--- config.mk ---
export PLATFORM = sky130hd
export DESIGN_NAME = lcd_cmd_scheduler
export DESIGN_NICKNAME = d
export VERILOG_FILES = /design/src/rtl/lcd_pkg.sv /design/src/rtl/lcd_rr_arbiter.sv /design/src/rtl/lcd_cmd_scheduler.sv
export SDC_FILE = /design/constraint.sdc
export NUM_CORES = 1
export LEC_CHECK = 0
export ABC_CLOCK_PERIOD_IN_PS = 4500
export CAP_MARGIN = 20
export CORE_MARGIN = 2
export CORE_UTILIZATION = 45
export CTS_BUF_LIST = sky130_fd_sc_hd__clkbuf_4 sky130_fd_sc_hd__clkbuf_8 sky130_fd_sc_hd__clkbuf_16
export DETAILED_ROUTE_END_ITERATION = 8
export PLACE_DENSITY_LB_ADDON = 0.1
export SYNTH_ARGS = -nofsm -noshare
export SYNTH_HDL_FRONTEND = slang
export SYNTH_SLANG_ARGS = --single-unit
export TNS_END_PERCENT = 20
--- constraint.sdc ---
create_clock -name i_clk -period 4.5 [get_ports i_clk]
set_clock_uncertainty 0.15 [all_clocks]
set_input_delay 0.9 -clock i_clk [delete_from_list [all_inputs] [get_ports i_clk]]
set_output_delay 0.9 -clock i_clk [all_outputs]
set_load 0.005 [all_outputs]
--- src/rtl/lcd_pkg.sv ---
// ----------------------------------------------------------------------------
// lcd_pkg
//   Shared types and constants for the LCD command scheduler:
//   - lcd_state_e : scheduler FSM state encoding
//   - LCD_INIT_ROM: HD44780 init sequence (8-bit/2-line, display on,
//                   entry mode increment, clear)
//   - RS_CMD/RS_DATA: register-select values seen by the byte writer
// ----------------------------------------------------------------------------
package lcd_pkg;

    typedef enum logic [2:0] {
        StPwrup     = 3'd0,
        StInitIssue = 3'd1,
        StInitWait  = 3'd2,
        StIdle      = 3'd3,
        StIssue     = 3'd4,
        StWait      = 3'd5
    } lcd_state_e;

    localparam int unsigned LCD_INIT_LEN = 4;

    localparam logic [7:0] LCD_INIT_ROM [0:3] = '{8'h38, 8'h0C, 8'h06, 8'h01};

    // Index of the final init byte; reaching it ends the init phase.
    localparam logic [1:0] LCD_INIT_LAST = 2'(LCD_INIT_LEN - 1);

    localparam logic RS_CMD  = 1'b0;
    localparam logic RS_DATA = 1'b1;

endpackage

--- src/rtl/lcd_rr_arbiter.sv ---
// ----------------------------------------------------------------------------
// lcd_rr_arbiter
//   Two-way round-robin grant. Purely combinational; the caller owns the
//   last-grant register and updates it when the grant is taken.
// Ports:
//   i_req0, i_req1  : pending requests
//   i_last_grant    : port that received the previous grant
//   o_grant_valid   : at least one request is pending
//   o_grant         : port to serve (0 or 1), meaningful when o_grant_valid
// ----------------------------------------------------------------------------
module lcd_rr_arbiter (
    input  logic i_req0,
    input  logic i_req1,
    input  logic i_last_grant,
    output logic o_grant_valid,
    output logic o_grant
);

    always_comb begin
        o_grant_valid = i_req0 | i_req1;
        if (i_req0 && i_req1) begin
            // Contention: hand the byte to whoever was not served last.
            o_grant = ~i_last_grant;
        end else begin
            o_grant = i_req1;
        end
    end

endmodule

--- src/rtl/lcd_cmd_scheduler.sv ---
// ----------------------------------------------------------------------------
// lcd_cmd_scheduler
//   Front end for an HD44780-style byte writer (start/done handshake).
//   After reset it waits out LCD power-up, replays the init ROM, then
//   round-robin arbitrates two requesters, issuing one byte at a time and
//   acknowledging the owning requester when the writer reports done (or
//   when the write times out).
// Parameters:
//   POWERUP_CYCLES : clocks waited after reset before the first init byte
//   TIMEOUT_CYCLES : clocks from wr_start to forced completion; 0 disables
//   CNT_W          : width of the shared wait/timeout counter
// Ports:
//   i_clk, i_reset                : clock, async active-low reset
//   i_reqN / i_reqN_rs / _data    : requester N level request, RS, byte
//   o_ackN                        : 1-cycle completion pulse to requester N
//   o_wr_start/o_wr_rs/o_wr_data  : start pulse and operands to the writer
//   i_wr_done                     : writer completion pulse
//   o_init_done                   : init ROM has completed
//   o_busy                        : write outstanding, pending, or init running
//   o_err                         : sticky timeout flag
// ----------------------------------------------------------------------------
module lcd_cmd_scheduler
    import lcd_pkg::*;
#(
    parameter int unsigned POWERUP_CYCLES = 750000,
    parameter int unsigned TIMEOUT_CYCLES = 65535,
    parameter int unsigned CNT_W          = 20
) (
    input  logic       i_clk,
    input  logic       i_reset,
    input  logic       i_req0,
    input  logic       i_req0_rs,
    input  logic [7:0] i_req0_data,
    output logic       o_ack0,
    input  logic       i_req1,
    input  logic       i_req1_rs,
    input  logic [7:0] i_req1_data,
    output logic       o_ack1,
    output logic       o_wr_start,
    output logic       o_wr_rs,
    output logic [7:0] o_wr_data,
    input  logic       i_wr_done,
    output logic       o_init_done,
    output logic       o_busy,
    output logic       o_err
);

    localparam logic [CNT_W-1:0] PWRUP_LAST =
        (POWERUP_CYCLES == 0) ? '0 : CNT_W'(POWERUP_CYCLES - 1);
    // Counter is 0 in the cycle wr_start is visible, so expiry is detected
    // one count early to land the ack exactly TIMEOUT_CYCLES after start.
    localparam logic [CNT_W-1:0] TIMEOUT_LAST =
        (TIMEOUT_CYCLES == 0) ? '0 : CNT_W'(TIMEOUT_CYCLES - 1);

    lcd_state_e       r_state,      w_state_d;
    logic [CNT_W-1:0] r_cnt,        w_cnt_d;
    logic [1:0]       r_rom_idx,    w_rom_idx_d;
    logic             r_last_grant, w_last_grant_d;
    logic             r_wr_start,   w_wr_start_d;
    logic             r_wr_rs,      w_wr_rs_d;
    logic [7:0]       r_wr_data,    w_wr_data_d;
    logic             r_ack0,       w_ack0_d;
    logic             r_ack1,       w_ack1_d;
    logic             r_init_done,  w_init_done_d;
    logic             r_err,        w_err_d;

    logic             w_grant_valid;
    logic             w_grant;
    logic [CNT_W-1:0] w_cnt_inc;
    logic             w_timeout;

    lcd_rr_arbiter u_arb (
        .i_req0        (i_req0),
        .i_req1        (i_req1),
        .i_last_grant  (r_last_grant),
        .o_grant_valid (w_grant_valid),
        .o_grant       (w_grant)
    );

    // Saturating increment: the counter never wraps back to a small value.
    assign w_cnt_inc = (&r_cnt) ? r_cnt : r_cnt + 1'b1;
    assign w_timeout = (TIMEOUT_CYCLES != 0) && (r_cnt >= TIMEOUT_LAST);

    always_ff @(posedge i_clk or negedge i_reset) begin
        if (!i_reset) begin
            r_state      <= StPwrup;
            r_cnt        <= '0;
            r_rom_idx    <= '0;
            r_last_grant <= 1'b1;
            r_wr_start   <= 1'b0;
            r_wr_rs      <= 1'b0;
            r_wr_data    <= '0;
            r_ack0       <= 1'b0;
            r_ack1       <= 1'b0;
            r_init_done  <= 1'b0;
            r_err        <= 1'b0;
        end else begin
            r_state      <= w_state_d;
            r_cnt        <= w_cnt_d;
            r_rom_idx    <= w_rom_idx_d;
            r_last_grant <= w_last_grant_d;
            r_wr_start   <= w_wr_start_d;
            r_wr_rs      <= w_wr_rs_d;
            r_wr_data    <= w_wr_data_d;
            r_ack0       <= w_ack0_d;
            r_ack1       <= w_ack1_d;
            r_init_done  <= w_init_done_d;
            r_err        <= w_err_d;
        end
    end

    always_comb begin
        w_state_d      = r_state;
        w_cnt_d        = r_cnt;
        w_rom_idx_d    = r_rom_idx;
        w_last_grant_d = r_last_grant;
        w_wr_start_d   = 1'b0;
        w_wr_rs_d      = r_wr_rs;
        w_wr_data_d    = r_wr_data;
        w_ack0_d       = 1'b0;
        w_ack1_d       = 1'b0;
        w_init_done_d  = r_init_done;
        w_err_d        = r_err;

        unique case (r_state)
            StPwrup: begin
                if (r_cnt >= PWRUP_LAST) begin
                    w_state_d = StInitIssue;
                end else begin
                    w_cnt_d = w_cnt_inc;
                end
            end

            StInitIssue: begin
                w_wr_rs_d    = RS_CMD;
                w_wr_data_d  = LCD_INIT_ROM[r_rom_idx];
                w_wr_start_d = 1'b1;
                w_cnt_d      = '0;
                w_state_d    = StInitWait;
            end

            StInitWait: begin
                w_cnt_d = w_cnt_inc;
                // A done arriving together with expiry wins: no error.
                if (i_wr_done || w_timeout) begin
                    if (!i_wr_done) begin
                        w_err_d = 1'b1;
                    end
                    if (r_rom_idx == LCD_INIT_LAST) begin
                        w_init_done_d = 1'b1;
                        w_state_d     = StIdle;
                    end else begin
                        w_rom_idx_d = r_rom_idx + 2'd1;
                        w_state_d   = StInitIssue;
                    end
                end
            end

            StIdle: begin
                if (w_grant_valid) begin
                    w_last_grant_d = w_grant;
                    w_wr_rs_d      = w_grant ? i_req1_rs   : i_req0_rs;
                    w_wr_data_d    = w_grant ? i_req1_data : i_req0_data;
                    w_state_d      = StIssue;
                end
            end

            StIssue: begin
                w_wr_start_d = 1'b1;
                w_cnt_d      = '0;
                w_state_d    = StWait;
            end

            StWait: begin
                w_cnt_d = w_cnt_inc;
                if (i_wr_done || w_timeout) begin
                    if (!i_wr_done) begin
                        w_err_d = 1'b1;
                    end
                    // r_last_grant still names the owner of the byte in flight.
                    w_ack0_d  = ~r_last_grant;
                    w_ack1_d  = r_last_grant;
                    w_state_d = StIdle;
                end
            end

            default: begin
                w_state_d = StPwrup;
            end
        endcase
    end

    assign o_wr_start  = r_wr_start;
    assign o_wr_rs     = r_wr_rs;
    assign o_wr_data   = r_wr_data;
    assign o_ack0      = r_ack0;
    assign o_ack1      = r_ack1;
    assign o_init_done = r_init_done;
    assign o_err       = r_err;
    // Idle with a request pending is about to grant, so it still counts as busy.
    assign o_busy      = !((r_state == StIdle) && !i_req0 && !i_req1);

endmodule

### Word-level counts from Yosys, hierarchy flattened

Index checks and enable logic that the tools add are counted.

* bits in registers: 40
* input bits: 23
* output and inout port bits: 15
* logic and storage cells: 76

* add/subtract/negate cells: 2
* magnitude comparators: 3
* equality and inequality tests: 11
* muxes and demuxes: 24
* bitwise gates (word level): 5
* reduce and logical (&&, ||, !) cells: 20

Operators by type and width (count)
* one-hot mux 20 bit (3 select lines): 1
* two-way mux 20 bit: 2
* two-way mux 8 bit: 4
* adder 20 x 1 -> 20 bit (second input constant): 1
* >= comparator 20 x 16 -> 1 bit (second input constant): 1
* >= comparator 20 bit (second input constant): 1
* AND reduction 20 bit: 1
* one-hot mux 3 bit (6 select lines): 1
* binary-select mux 8 bit (select 2 bit): 1
* one-hot mux 8 bit (2 select lines): 1
* two-way mux 3 bit: 4
* AND reduction 3 bit: 3
* two-way mux 1 bit: 8
* != test 2 bit (second input constant): 4
* equality test 3 x 2 -> 1 bit (second input constant): 2
* equality test 3 bit (second input constant): 2
* AND reduction 2 bit: 3
* AND reduction 4 bit: 1
* OR reduction 2 bit: 2
* equality test 3 x 1 -> 1 bit (second input constant): 1
* >= comparator 3 bit (second input constant): 1
* logical AND 1 bit: 3
* logical NOT 1 bit: 3
* logical NOT 3 bit: 1
* other kinds (11): 13

### Logic depth before layout (Yosys ltp)

Gate-level depths: netlist of run 1.

* depth after elaboration: 5
* gate-level depth with buffers: 8
* depth with buffers taken out: 6

### Modules after synthesis

A second synthesis of run 1 with hierarchy kept.

* cell total of the unflattened synthesis: 259
* area total of the unflattened synthesis: 2381.0 µm²

Modules (own cells, without submodules)
* lcd_cmd_scheduler: instances 1, cells each 257, area an instance 2367.3 µm², seq. area each 1002.2 µm²
* lcd_rr_arbiter: instances 1, cells each 2, area an instance 13.8 µm², seq. area each 0.0 µm²

### Worst setup path before layout of run 1

Ideal clock, no wire load.

* kind: flip-flop to flip-flop
* from: register r_cnt[6]
* to: register r_rom_idx[1]
* library setup time: 0.128 ns
* data arrival time: 2.064 ns
* data required time: 4.222 ns
* setup slack: 2.159 ns
* cell stages (with the launch flop): 7
* buffers on the path: 1
* period minus slack after synthesis: 2.341 ns
* path through: dfrtp_1 -> nand4_4 -> or4_4 -> buf_6 -> o211a_2 -> nor3_4 -> mux2_1

* word-level cells in the longest chain between the ends: 3

Ends and longest elaborated chain
* start, declared: line lcd_cmd_scheduler.sv:56 `logic [CNT_W-1:0] r_cnt, w_cnt_d;`
* start signal, assigned: line lcd_cmd_scheduler.sv:99 `r_cnt <= w_cnt_d;`
* >= comparator 20 x 16 -> 1 bit: line lcd_cmd_scheduler.sv:82 `assign w_timeout = (TIMEOUT_CYCLES != 0) && (r_cnt >= TIMEOUT_LAST);`
* logical OR 1 bit: line lcd_cmd_scheduler.sv:145 `if (i_wr_done || w_timeout) begin`
* AND reduction 3 bit (no line)
* end signal, assigned: line lcd_cmd_scheduler.sv:100 `r_rom_idx <= w_rom_idx_d;`
* end, declared: line lcd_cmd_scheduler.sv:57 `logic [1:0] r_rom_idx, w_rom_idx_d;`

Every way passes these cells.
A chain may end at the register's enable or synchronous reset.

### Worst setup path in the final report of run 1

* from: input i_req0
* to: output o_busy

* word-level cells in the longest chain between the ends: 4

Ends and longest elaborated chain
* start, declared: line lcd_cmd_scheduler.sv:31 `input logic i_req0,`
* logical NOT 1 bit: line lcd_cmd_scheduler.sv:201 `assign o_busy = !((r_state == StIdle) && !i_req0 && !i_req1);`
* logical AND 1 bit (2 in series): line lcd_cmd_scheduler.sv:201
* logical NOT 1 bit: line lcd_cmd_scheduler.sv:201
* end, declared: line lcd_cmd_scheduler.sv:44 `output logic o_busy,`

Every way passes these cells.

==> results of run 1 <==
kinds of logic (layout without fill, tap and decap cells):
| kind of cell | after synthesis | count (layout) | synth area share, % |
|---|---|---|---|
| XOR/XNOR | 2 | 2 | 0.7378 |
| AND/OR/NAND/NOR | 101 | 101 | 22.66 |
| flip-flops | 40 | 40 | 42.20 |
| buffers and inverters | 27 | 56 | 4.899 |
| adder cells (fa/ha/maj) | 5 | 5 | 2.634 |
| AO/OA/AOI/OAI | 78 | 78 | 21.76 |
| multiplexers | 12 | 12 | 5.111 |
power by group through the flow:
stage                     Clock, mW  Combinational (mW)  Sequential [mW]
after floorplan                   0               0.396            0.508
after global placement            0               0.562            0.541
after detailed placement          0               0.572            0.542
after CTS                     0.258               0.574            0.538
after global routing          0.269               0.636            0.556
final                         0.250               0.566            0.538
metal layers:
| metal | routed length [microns] | up-vias | part of all wire [%] |
|---|---|---|---|
| met5 | 0 | - | 0 |
| met4 | 87 | 0 | 1.5 |
| met3 | 228 | 8 | 4.1 |
| met2 | 2666 | 49 | 47 |
| met1 | 2636 | 991 | 47 |
| li1 | - | 1034 | - |
layout make-up:
class,count,area share [%]
timing repair buffer,39,13.33
clock buffer,6,2.895
sequential,40,35.13
tap,70,3.070
inverter,9,1.184
multi-input combinational,198,44.03
clock inverter,2,0.3509
worst paths after layout:
path / depth (start not counted) / start / end / slack (ns)
worst max-delay path: 4 / i_req0 / o_busy / 1.35
worst min-delay path: 1 / o_err / o_err / 0.33
worst max register to register: 6 / r_cnt[1] / r_cnt[2] / 1.76
worst min register to register: 1 / o_err / o_err / 0.33
max in group asynchronous: 1 / i_reset / r_cnt[12] / 3.06
min in group asynchronous: 1 / i_reset / r_cnt[13] / 0.58
registers in the layout, indices dropped and copies added (netlist names):
register      flops
o_wr_rs           1
o_wr_data         8
r_last_grant      1
r_state           3
o_err             1
o_ack1            1
r_cnt            20
o_ack0            1
o_wr_start        1
o_init_done       1
r_rom_idx         2
layout by cell type, fill, tap and decap left out, types with 3 or more instances in the layout:
cell type         n
ha_1              5
o41ai_1           3
or4_1             7
nor3_1            7
a31o_1            8
dfrtp_1          39
a21oi_1          12
clkdlybuf4s50_1  36
clkbuf_8          6
a211oi_1          4
nand3_1           6
o21ai_1           3
nand4_1           6
inv_1             8
o31ai_1           8
nor2b_1           3
nand2_1          31
a31oi_1           8
mux2i_1          11
nor2_1           20
and2_1            3
a21o_1            4
o21ai_0          19
==> impl_metrics.tcl, run 1 <==
set metrics [dict create \
    dp.cells 356 \
    cts_tree "done" \
    antenna_found_initial 0 \
    internal_power_mw 0.8184 \
    hpwl_mm 3.935 \
    grt_pass1_wl_mm 9.397 \
    clk_path_buf_depth 2 \
    fillers 502 \
    final.setup.tns_ns 0 \
    drtIter0Drc 139 \
    synth-seq-area-share_pct 42.20 \
    p_leak_nw 1.159 \
    max_slew.worst_pin.slew_ns 1.011 \
    synth_top_area_share_pct 41.10 \
    netSwitchingFraction_pct 39.59 \
    drv_slew 0 \
    ys_async_sr_fraction_pct 100.0 \
    yosys-top-cells-area "dfrtp_1 (41%), nand2_1 (4.9%), mux2i_1 (4.6%), o21ai_0 (4.0%), nor2_1 (3.2%)" \
    vias_per_cell 5.720 \
    worstPathBufferInverterCount 2 \
    postLayoutCoreUtil_pct 55.86 \
    worstSetupPathType "primary input to output port" \
    synth_top_area_cell "dfrtp_1" \
    synth.most_common_cell "dfrtp_1" \
    first_pass_iters 4 \
    core-area_sq_mm 0.005107 \
    cts_buffers 5 \
    cp_max_fo 4 \
    final_cells 364 \
    setup_ws_ns 1.353 \
    layout-area-overhead-vs-synth_pct 20.13 \
    dieArea_sq_mm 0.005874 \
    finalCritPeriodShare_pct 69.93 \
    period_minus_slack_ns 3.147 \
    fin_area_sq_mm 0.002853 \
    rsz0062_at_grt "no" \
    fmax_mhz 317.8 \
    wire_per_inst_microns 15.43 \
    powerDensity_mw_per_mm2 474.9 \
    ant_nets 0 \
    multi_input_area_sq_mm 0.001256 \
    ios 38 \
    cpLargestDelayFamily "buffers and inverters" \
    num_vias 2082 \
    yosysWarningCount 0 \
    synthCells 265 \
    hold_slack_ns 0.3290 \
    ys_ff_latch 40 \
    path_clk_slew_ns 0.08 \
    hp-class "flip-flop to flip-flop" \
    comb_power_share_pct 41.8 \
    cts_sinks 40 \
    ff_latch_area_sq_mm 0.001002 \
    p_clk_share_pct 18.5 \
    root_buffer "clkbuf_8" \
    path_cells "clkdlybuf4s50_1 > nor2_1 > nand2_1 > clkdlybuf4s50_1" \
    cts_resized 0 \
    crit_required_ns 3.45 \
    hold_violations 0 \
    cpPeakStageDelay_ns 0.47 \
    setup_viol 0 \
    p_seq_share_pct 39.7 \
    num_antenna_cells 0 \
    use_met3_pct 4.265 \
    clk_latency_ns 0.29 \
    slew_headroom_pct 32.30 \
    power_mw 1.355 \
    startpoint_type "primary input" \
    switching_power_mw 0.5363 \
    syn-num-nets 293 \
    syn_avg_cell_area_sq_um 8.961 \
    synth-edff-count 0 \
    placementRows 26 \
    cts_setup_buffers 0 \
    synth_cell_types 50 \
    maxCapViolCount 0 \
    critPathArrivalTime_ns 2.10 \
    dieHeight_microns 76.65 \
    routed_wl_mm 5.618 \
    overflow 0 \
    synthTopCellsByCount "dfrtp_1 (39), nand2_1 (31), nor2_1 (20)" \
    postCtsHoldBufs 0 \
    grt_util_all_layers_pct 20.17 \
    endpoint_kind "output port" \
    drive_gt1_share_pct 5.782 \
    use_met2_pct 33.01 \
    gr-max-usage-layer "met2" \
    drc_errors 0 \
    htreeDepth 2 \
    outcome "finished, final reports clean" \
    place_area_sq_mm 0.002760 \
    fin_nets 321 \
    place.gp.congestion 0.8785 \
    dp_slack_ns 1.353 \
    start_util_pct 46.50 \
    grt_max_degree 41 \
    post_synth_instance_area_sq_mm 0.002375 \
    grt_pass1_vias 1910 \
    synth_top_flop_cell "dfrtp_1" \
    port_buffers 37 \
    irDropWorstVdd_uv 224.4 \
    slowest_stage "clkdlybuf4s50_1" \
    cpMostUsedCell "clkdlybuf4s50_1" \
    grt_util_met1_pct 26.50 \
    die_x_microns 76.65 \
]
Note: power is estimated with default switching activity, not from simulation.
==> run 2: changes to the inputs <==
ABC_CLOCK_PERIOD_IN_PS = 3100   (was 4500)
clock period = 3.1 ns   (was 4.5 ns; I/O delays follow)
==> run 2 against run 1 <==
Worst setup slack got worse by 0.95 ns; final area increased by 1.6%; highest routed layer unchanged; sequential power increased by 44%; critical path type is now flip-flop to output port.
==> impl_metrics.tcl, run 2 (same netlist as run 1, synthesis figures left out) <==
set metrics [dict create \
    endpoint_kind "output port" \
    drtIter0Drc 268 \
    num_antenna_cells 0 \
    wl_met2_mm 2.734 \
    m1WireLength_mm 2.565 \
    place.gp.congestion 0.8521 \
    cp_max_fo 15 \
    dp_slack_ns 0.5153 \
    antenna_found_initial 0 \
    drv_slew 0 \
    multi_input_area_sq_mm 0.001256 \
    cts_resized 0 \
    max_slew.worst_pin.slew_ns 1.017 \
    drc_errors 0 \
    path_cells "nor2b_1 > and2_1 > buf_4 > nand2_1 > clkdlybuf4s50_1" \
    place_area_sq_mm 0.002783 \
    dieHeight_microns 76.65 \
    met3_length_microns 305 \
    num_vias 2099 \
    grt_pass1_vias 1874 \
    irDropWorstVdd_uv 350.8 \
    start_util_pct 46.50 \
    maxCapViolCount 0 \
    finalCritPeriodShare_pct 86.99 \
    dieArea_sq_mm 0.005874 \
    layout-area-overhead-vs-synth_pct 22.02 \
    hold_violations 0 \
    path_clk_slew_ns 0.09 \
    drive_gt1_share_pct 6.734 \
    setup_ws_ns 0.4034 \
    clk_path_buf_depth 2 \
    period_minus_slack_ns 2.697 \
    grt_util_all_layers_pct 20.04 \
    first_pass_iters 7 \
    slowest_stage "clkdlybuf4s50_1" \
    highest_layer "met4" \
    htreeDepth 2 \
    final_common_cell "dfrtp_1" \
    clk_latency_ns 0.31 \
    grt_max_degree 41 \
    cpPeakStageDelay_ns 0.50 \
    grt_pass1_wl_mm 9.480 \
    slew_headroom_pct 31.90 \
    fin_area_sq_mm 0.002898 \
    largest-register "r_cnt" \
    die_x_microns 76.65 \
    largest_reg_flops 20 \
    cts_buffers 5 \
    fmax_mhz 370.8 \
    ant_nets 0 \
    postCtsHoldBufs 0 \
    vias_per_cell 5.719 \
    startpoint_type "flip-flop" \
    fillers 467 \
    layout_common_cells "dfrtp_1 (39), clkdlybuf4s50_1 (36), nand2_1 (31)" \
    root_buffer "clkbuf_8" \
    routed_wl_mm 5.664 \
    placementRows 26 \
    cts_setup_buffers 0 \
    p_leak_nw 1.179 \
    setup_viol 0 \
    ios 38 \
    outcome "finished, final reports clean" \
    ff_latch_area_sq_mm 0.001002 \
    powerDensity_mw_per_mm2 714.3 \
    port_buffers 37 \
    wire_per_inst_microns 15.43 \
    cts_sinks 40 \
    crit_required_ns 2.33 \
    final.setup.tns_ns 0 \
    hp-class "primary input to async pin" \
    hpwl_mm 3.915 \
    core-area_sq_mm 0.005107 \
    fin_nets 324 \
    rsz0062_at_grt "no" \
    critPathArrivalTime_ns 1.93 \
    overflow 0 \
    worstSetupPathType "flip-flop to output port" \
    cts_tree "done" \
]
[run 2: cell types whose count changed in the layout (fill, tap and decap cells not counted), sizes merged]
| cell | previous run | this run |
|---|---|---|
| buf | 3 | 6 |
| inv | 8 | 9 |
| bufinv | 0 | 1 |
| clkinvlp | 0 | 1 |
| clkinv | 3 | 1 |
| clkbuf | 6 | 5 |
[run 2: power breakdown]
part,switching [mW],total [mW],internal (mW)
combinational,0.470,0.842,0.373
sequential,0.126,0.777,0.651
clock,0.208,0.450,0.243
total,0.803,2.07,1.27
[run 2: final timing paths]
kind / startpoint / end / slack [ns] / cells after the start
worst max-delay path: r_state[0] / o_busy / 0.40 / 5
worst min-delay path: i_reset / r_cnt[14] / 0.29 / 1
worst max register to register: r_cnt[1] / r_cnt[2] / 0.60 / 6
worst min register to register: o_err / o_err / 0.33 / 1
max in group asynchronous: i_reset / o_err / 1.96 / 1
min in group i_clk: o_err / o_err / 0.33 / 1
[run 2: worst max-delay path: cells and delay by family (launching register included)]
kind                   cells  cell delay (ns)
DFF                        1             0.49
and+or+nand+nor            3             0.46
buffers and inverters      2             0.67
[run 2: per-layer routing]
metal	global-route usage [%]	vias to the layer above
met5	0	-
met4	6.000	0
met3	4.739	7
met2	31.50	79
li1	-	1036
met1	27.54	977
[run 2: stage by stage]
step	power, mW	util [%]	hold slack, ns	std cells
3_3_place_gp	1.623	54.48	0.2911	359
5_1_grt	2.225	56.74	0.3640	367
6_report	2.070	56.74	0.2860	367
4_1_cts	2.086	56.74	0.3338	367
3_5_place_dp	1.633	54.48	0.3109	359
2_1_floorplan	1.312	-	0.1744	265
[run 2: final cells by class]
class	instances	share of cell area, %
Tap cell	70	3.022
Clock inverter	3	1.598
Multi-Input combinational cell	198	43.35
Inverter	9	1.166
Sequential cell	40	34.59
Clock buffer	5	2.375
Timing Repair Buffer	42	13.90
==> run 3: changes to the inputs <==
--- a/config.mk
+++ b/config.mk
@@ -8,9 +8,9 @@
 export ABC_CLOCK_PERIOD_IN_PS = 3100
 export CAP_MARGIN = 20
-export CORE_MARGIN = 2
 export CORE_UTILIZATION = 45
 export CTS_BUF_LIST = sky130_fd_sc_hd__clkbuf_4 sky130_fd_sc_hd__clkbuf_8 sky130_fd_sc_hd__clkbuf_16
 export DETAILED_ROUTE_END_ITERATION = 8
 export PLACE_DENSITY_LB_ADDON = 0.1
+export REMOVE_ABC_BUFFERS = 1
 export SYNTH_ARGS = -nofsm -noshare
 export SYNTH_HDL_FRONTEND = slang
==> constraint.sdc (replaced) <==
create_clock -name i_clk -period 3.1 [get_ports i_clk]
set_clock_uncertainty 0.15 [all_clocks]
set_input_delay 0.465 -clock i_clk [delete_from_list [all_inputs] [get_ports i_clk]]
set_output_delay 0.465 -clock i_clk [all_outputs]
set_load 0.005 [all_outputs]
==> run 3 against run 2 <==
Maximum frequency is 1.3% higher; first-iteration DRC count is 60% lower; clock power grew 14%; power increased by 1.9%; die area down 5.2%; core utilization rose by 0.56 points; sequential power about the same; combinational power fell by 2%; worst setup slack better by 0.034 ns; final area up 0.99%; highest routed layer unchanged.
==> impl_metrics.tcl, run 3 (same netlist as run 1, synthesis figures left out) <==
set metrics [dict create \
    cts_resized 0 \
    core-area_sq_mm 0.005107 \
    hpwl_mm 3.982 \
    hp-class "primary input to async pin" \
    setup_viol 0 \
    netSwitchingFraction_pct 35.83 \
    largest_reg_flops 20 \
    endpoint_kind "output port" \
    fin_area_sq_mm 0.002927 \
    path_clk_slew_ns 0.08 \
    worstSetupPathType "flip-flop to output port" \
    final_common_cell "dfrtp_1" \
    ant_nets 0 \
    rsz0062_at_grt "no" \
    grt_util_all_layers_pct 21.38 \
    outcome "finished, final reports clean" \
    final_cells 368 \
    start_util_pct 46.50 \
    cts_setup_buffers 0 \
    drive_gt1_share_pct 7.047 \
    antenna_found_initial 0 \
    dieArea_sq_mm 0.005572 \
    first_pass_iters 4 \
    comb_power_share_pct 39.1 \
    cpPeakStageDelay_ns 0.50 \
    drtIter0Drc 108 \
    postLayoutCoreUtil_pct 57.30 \
    ff_latch_area_sq_mm 0.001002 \
    grt_pass1_wl_mm 9.066 \
    path_cells "nor2b_1 > and2_1 > nand2_1 > clkdlybuf4s50_1" \
    dp.cells 360 \
    grt_max_degree 41 \
    vias_per_cell 5.723 \
    htreeDepth 2 \
    postCtsHoldBufs 0 \
    multi_input_area_sq_mm 0.001256 \
    num_antenna_cells 0 \
    cts_sinks 40 \
    clk_latency_ns 0.30 \
    max_slew.worst_pin.slew_ns 0.8783 \
    place.gp.congestion 0.8392 \
    startpoint_type "flip-flop" \
    drv_slew 0 \
    num_vias 2106 \
    port_buffers 37 \
    ios 38 \
    internal_power_mw 1.354 \
    layout_common_cells "dfrtp_1 (39), clkdlybuf4s50_1 (36), nand2_1 (31)" \
    fillers 486 \
    drc_errors 0 \
    p_seq_share_pct 36.7 \
    fin_nets 325 \
    placementRows 26 \
    cts_buffers 5 \
    die_x_microns 74.65 \
    p_leak_nw 1.197 \
    cts_tree "done" \
    fmax_mhz 375.6 \
    slew_headroom_pct 41.45 \
    p_clk_share_pct 24.2 \
    reg2reg_slack_ns 0.71 \
    maxCapViolCount 0 \
    final.setup.tns_ns 0 \
    period_minus_slack_ns 2.663 \
    layout-area-overhead-vs-synth_pct 23.24 \
    largest-register "r_cnt" \
    grt_pass1_vias 1975 \
    critPathArrivalTime_ns 2.05 \
    crit_required_ns 2.48 \
    place_area_sq_mm 0.002790 \
    root_buffer "clkbuf_8" \
    slowest_stage "dfrtp_1" \
    finalCritPeriodShare_pct 85.89 \
    switching_power_mw 0.7559 \
    wire_per_inst_microns 14.84 \
    routed_wl_mm 5.461 \
    dieHeight_microns 74.65 \
    powerDensity_mw_per_mm2 721.0 \
    irDropWorstVdd_uv 454.3 \
    cp_max_fo 15 \
    clk_path_buf_depth 2 \
    hold_violations 0 \
    overflow 0 \
]
-- run 3: layer usage --
metal,global-route usage (%),vias up,share of wire (%)
met3,4.685,9,5.3
met1,25.86,994,45
met5,0,-,0
met4,7.757,0,1.8
met2,37.44,61,48
li1,-,1042,-
-- run 3: stage by stage --
stage          total power, mW  hold slack, ns  setup slack, ns
2_1_floorplan            1.266         0.01941           0.4833
3_3_place_gp             1.605          0.2880           0.7410
3_5_place_dp             1.617          0.3027           0.7100
4_1_cts                  2.136          0.1648           0.4075
5_1_grt                  2.287          0.2075           0.2600
6_report                 2.110          0.1275           0.4375
-- run 3: power by group through the flow --
stage	clock, mW	sequential, mW	combinational (mW)
2_1_floorplan	0	0.764	0.502
3_3_place_gp	0	0.776	0.829
3_5_place_dp	0	0.786	0.831
4_1_cts	0.526	0.775	0.835
5_1_grt	0.545	0.798	0.944
6_report	0.511	0.774	0.825
-- run 3: final cells by class --
cell class | count | share of cell area, %
multi-input cells | 198 | 42.92
clock buffers | 6 | 2.608
inverters | 9 | 1.154
flip-flops and latches | 40 | 34.25
repair buffers | 43 | 14.02
well taps | 70 | 2.993
clock inverters | 2 | 2.052
-- run 3: path summary, 6_finish.rpt --
check	end	cells after the start	startpoint
setup reg to reg	r_rom_idx[1]	5	r_cnt[6]
setup / recovery	o_busy	4	r_state[0]
hold / removal	o_wr_data[3]	1	i_reset
max in group asynchronous	r_cnt[10]	1	i_reset
hold reg to reg	o_init_done	1	o_init_done
min in group i_clk	o_init_done	1	o_init_done
-- run 3: critical path: cells and delay by family (launching register included) --
kind | cells | cell delay [ns]
flip-flops | 1 | 0.50
buffers and inverters | 1 | 0.46
AND/OR/NAND/NOR | 3 | 0.80
